File: config.mk
export PLATFORM = sky130hd
export DESIGN_NAME = tlb_walk_controller
export DESIGN_NICKNAME = d
export VERILOG_FILES = /design/src/rtl/tlb_walk_controller.sv
export SDC_FILE = /design/constraint.sdc
export NUM_CORES = 1
export LEC_CHECK = 0
export CORE_MARGIN = 4
export CORE_UTILIZATION = 38
export DETAILED_ROUTE_END_ITERATION = 7
export PLACE_DENSITY = 0.68
export SYNTH_ARGS = -nofsm -noshare
export SYNTH_HDL_FRONTEND = slang
export SYNTH_SLANG_ARGS = --single-unit
export TNS_END_PERCENT = 1
File: constraint.sdc
create_clock -name clk -period 2.5 [get_ports clk]
set_input_delay 0.75 -clock clk [delete_from_list [all_inputs] [get_ports clk]]
set_output_delay 0.75 -clock clk [all_outputs]
set_load 0.05 [all_outputs]
File: src/rtl/tlb_walk_controller.sv
// TLB miss/walk/fill controller: steers array address and strobes, drives the
// page-table walker handshake, handles deferred flush, faults and miss counting.
module tlb_walk_controller #(
  parameter int size    = 16,
  parameter int tagbits = 20,
  parameter int cntbits = 16
) (
  input  logic                     clk,
  input  logic                     reset,
  input  logic                     enable,
  input  logic                     Req,
  input  logic [tagbits-1:0]       VirtTag,
  input  logic                     Hit,
  input  logic [$clog2(size)-1:0]  HitIdx,
  input  logic                     WalkDone,
  input  logic                     WalkFault,
  input  logic                     Flush,
  output logic [$clog2(size)-1:0]  CAdr,
  output logic                     CRead,
  output logic                     CWrite,
  output logic                     WalkReq,
  output logic [tagbits-1:0]       WalkTag,
  output logic                     FlushAll,
  output logic                     PAReady,
  output logic                     Fault,
  output logic [cntbits-1:0]       MissCount
);

  localparam int iw = $clog2(size);

  typedef enum logic [1:0] {
    IDLE  = 2'd0,
    WALK  = 2'd1,
    FILL  = 2'd2,
    FAULT = 2'd3
  } state_t;

  state_t             state, state_d;
  logic [iw-1:0]      victim, victim_d;
  logic [cntbits-1:0] misscnt, misscnt_d;
  logic [tagbits-1:0] walktag, walktag_d;
  logic               pend, pend_d;
  logic               flushall_q, flushall_d;

  function automatic logic [cntbits-1:0] sat_inc(input logic [cntbits-1:0] v);
    return (&v) ? v : v + cntbits'(1);
  endfunction

  // Round-robin wrap that works for any depth, not just powers of two.
  function automatic logic [iw-1:0] ptr_next(input logic [iw-1:0] p);
    return (p == iw'(size - 1)) ? '0 : p + iw'(1);
  endfunction

  always_ff @(posedge clk) begin
    if (reset) begin
      state      <= IDLE;
      victim     <= '0;
      misscnt    <= '0;
      walktag    <= '0;
      pend       <= 1'b0;
      flushall_q <= 1'b0;
    end else begin
      state      <= state_d;
      victim     <= victim_d;
      misscnt    <= misscnt_d;
      walktag    <= walktag_d;
      pend       <= pend_d;
      flushall_q <= flushall_d;
    end
  end

  always_comb begin
    state_d    = state;
    victim_d   = victim;
    misscnt_d  = misscnt;
    walktag_d  = walktag;
    pend_d     = pend;
    flushall_d = 1'b0;
    CAdr       = victim;
    CRead      = 1'b0;
    CWrite     = 1'b0;
    WalkReq    = 1'b0;
    PAReady    = 1'b0;
    Fault      = 1'b0;

    if (!enable) begin
      PAReady = 1'b1;
    end else begin
      case (state)
        IDLE: begin
          if (Req) begin
            CRead = 1'b1;
            if (Hit) begin
              CAdr    = HitIdx;
              PAReady = 1'b1;
            end else begin
              walktag_d = VirtTag;
              misscnt_d = sat_inc(misscnt);
              state_d   = WALK;
            end
          end
        end
        WALK: begin
          WalkReq = 1'b1;
          if (WalkDone) state_d = WalkFault ? FAULT : FILL;
        end
        FILL: begin
          CWrite   = 1'b1;
          victim_d = ptr_next(victim);
          state_d  = IDLE;
        end
        FAULT: begin
          Fault   = 1'b1;
          state_d = IDLE;
        end
        default: state_d = IDLE;
      endcase
    end

    // Flush outside IDLE is parked and released on the return to IDLE, so an
    // in-flight fill still lands and is then wiped by the single FlushAll.
    if (state == IDLE) begin
      if (Flush) begin
        flushall_d = 1'b1;
        victim_d   = '0;
      end
    end else if (state_d == IDLE) begin
      if (Flush || pend) begin
        flushall_d = 1'b1;
        victim_d   = '0;
      end
      pend_d = 1'b0;
    end else if (Flush) begin
      pend_d = 1'b1;
    end
  end

  assign FlushAll  = flushall_q;
  assign WalkTag   = walktag;
  assign MissCount = misscnt;

endmodule
==> impl_metrics.ini <==
[pwr]
internal_power_uw = 1120
leakage_uw = 0.00117
p_per_area_nw_per_um2 = 473
switchingPower_uw = 380
pwr-share-comb = 0.156
p_seq_frac = 0.482
ir_drop_mv = 0.262
p_clk_frac = 0.362
switching_share = 0.253

[worst_setup_path]
crit_family = simple AND/OR/NAND/NOR gates
crit_path_max_incr_delay_ns = 0.33
crit_arrival_ns = 1.69
critPathBufInv = 2
start_kind = input pin
crit_path_end_kind = primary output
cp_cell_sequence = buf_2, and4bb_1, nand2_2, mux2_4, buf_12
cp_max_fo = 4
path_class = in2out
required_ns = 1.75
slowest_stage = mux2_4

[layout]
area_growth_pct = 53.1
layout_common_cells = clkdlybuf4s50_1 (64), nand2_1 (51), dfxtp_1 (44)
diodes = 0
instances_no_fill = 404
layout_commonest_cell = clkdlybuf4s50_1
fillers = 456
layout-drive-gt1-share = 0.147
fin_nets = 367

[die]
die_area_sq_um = 6700
dieHeight_um = 81.8
floorplan.rows = 26
initial_utilization = 0.398
core_area_sq_um = 5200
die_w_um = 81.8
boundaryPins = 78

[detailed_routing]
drt_iter0_markers = 45
wl_per_cell_um = 13.1
num_vias = 2033
avgViaCountPerCell = 5.03
final_antenna_net_count = 0
wl_mm = 5.29
drtPass1Iterations = 4
drc_errors = 0

[global_routing]
grt_pass1_vias = 1866
overflow = 0
grt_max_degree = 32
antenna_found_initial = 0
grt_pass1_wl_mm = 8.55
grt_usage = 0.161

[job]
drv_cap = 0

[sta]
fmax_mhz = 409
hold_viol = 0
fin_skew_ns = 0.00607
worst_slack_ns = 0.0573
setup-tns-final_ns = 0
relSlewSlack = 0.639
min_period_ns = 2.44
timing.final.crit_share = 0.977
rsz0062_at_grt = false
worst_slew_pin_slew_ns = 0.539
slew_viol_final = 0
setup_violations = 0

[synth]
synth-seq-area-share = 0.425
yosys_warnings = 0
synth_nets = 284
synth_cells = 250
synth.avg_cell_area_sq_um = 8.29
syn-cell-area_sq_um = 2070
ys_types = 40
ys_seq_elements = 44

[cts]
tritoncts = done
h-tree-depth = 2
clock-sinks = 44
numCtsBuffers = 5
cts_hold_buf = 0
root_buffer = clkbuf_8
clockBufferDepth = 2
clkTransAtPathRegs_ns = 0.08
clk-insertion-delay-late_ns = 0.29

[place]
dp_slack_ns = -0.338
port_buffers = 77
gp_congestion = 0.747
dpl.hpwl_mm = 3.91
dp_cells = 396

[hold_path]
min_path_type = reg2reg

[run_status]
status = finished clean
routing by layer:
metal | vias to the layer above | share of wire | GRT usage
met2 | 58 | 0.45 | 0.254
met3 | 4 | 0.083 | 0.0658
met4 | 0 | 0.0064 | 0.0332
met1 | 926 | 0.46 | 0.207
met5 | - | 0 | 0
li1 | 1045 | - | -
path summary, 6_finish.rpt:
check                                                from  slack, ns                         end  cells past startpoint
worst max register to register  MissCount[0]$_SDFFE_PP0P_       0.55  MissCount[13]$_SDFFE_PP0P_                      6
worst max-delay path                               enable       0.06                     CAdr[0]                      5
worst min register to register   WalkTag[16]$_SDFFE_PP0P_       0.46    WalkTag[16]$_SDFFE_PP0P_                      2
worst min-delay path             WalkTag[16]$_SDFFE_PP0P_       0.46    WalkTag[16]$_SDFFE_PP0P_                      2
metrics by stage:
step | total power [uW] | utilization | cell area [sq um] | hold slack (ns)
finish | 1500 | 0.609 | 3170 | 0.455
detailed placement | 974 | 0.588 | 3060 | 0.447
global placement | 972 | 0.588 | 3060 | 0.441
global route | 1560 | 0.609 | 3170 | 0.478
CTS | 1520 | 0.609 | 3170 | 0.457
floorplan | 858 | - | 2080 | 0.461
registers in the layout, summed over array words and instances, names as in the netlist, named ones only:
signal / flops
pend: 1
victim: 3
WalkTag: 20
state: 2
FlushAll: 1
MissCount: 16
Yosys cell counts (all sizes together):
cell / count / area share
a211o: 1 / 0.0042
a211oi: 3 / 0.011
a21o: 1 / 0.0036
a21oi: 33 / 0.080
a221oi: 1 / 0.0042
a31oi: 2 / 0.0060
a32oi: 1 / 0.0042
and2: 1 / 0.0030
and3: 1 / 0.0030
and3b: 1 / 0.0042
and4: 3 / 0.013
and4bb: 1 / 0.0060
buf: 7 / 0.024
clkbuf: 8 / 0.014
dfxtp: 44 / 0.43
ha: 2 / 0.012
inv: 3 / 0.0054
mux2: 11 / 0.060
mux2i: 1 / 0.0048
nand2: 52 / 0.094
nand2b: 3 / 0.0091
nand3: 6 / 0.014
nand4: 5 / 0.025
nor2: 18 / 0.033
nor2b: 12 / 0.036
nor3: 2 / 0.0048
nor4: 3 / 0.016
nor4b: 1 / 0.0042
o21ai: 7 / 0.017
o22ai: 1 / 0.0030
o31ai: 6 / 0.022
o41ai: 1 / 0.0042
or3: 1 / 0.0030
or4: 6 / 0.022
xor2: 1 / 0.0042
worst reg2reg max path, stage by stage, from the launching register on:
cell and delay (ns):
dfxtp_1 0.41, ha_1 0.25, nand4_2 0.20, nor4_4 0.44, buf_4 0.22, nor4b_1 0.06, mux2_2 0.27
final cells by class:
| class | count | area, sq um | share of cell area |
|---|---|---|---|
| Multi-Input combinational cell | 188 | 1120 | 0.354 |
| Timing Repair Buffer | 91 | 962 | 0.303 |
| Sequential cell | 44 | 881 | 0.278 |
| Tap cell | 70 | 87.6 | 0.0276 |
| Clock buffer | 6 | 72.6 | 0.0229 |
| Clock inverter | 2 | 35.0 | 0.0110 |
| Inverter | 3 | 11.3 | 0.00355 |
cells by family (layout without fill, tap and decap cells):
logic type                 Yosys count  count (layout)  synth area share
xor gates and xnor gates             1               1           0.00423
AOI/OAI and AO/OA                   57              57             0.159
and+or+nand+nor                    116             116             0.291
buffers and inverters               18             102            0.0441
muxes                               12              12            0.0646
adders and majority gates            2               2            0.0121
DFF                                 44              44             0.425
what timing repair did:
item                       CTS  global route
buffers inserted             0             0
resized for setup           14             0
setup endpoints to repair    7             0
power by group through the flow:
| stage | registers (uW) | clock network [uW] | logic, uW |
|---|---|---|---|
| finish | 723 | 542 | 234 |
| global route | 725 | 584 | 250 |
| CTS | 723 | 559 | 236 |
| detailed placement | 739 | 0 | 235 |
| global placement | 739 | 0 | 233 |
| floorplan | 783 | 0 | 74.3 |
Power figures use the tool's default switching activity.
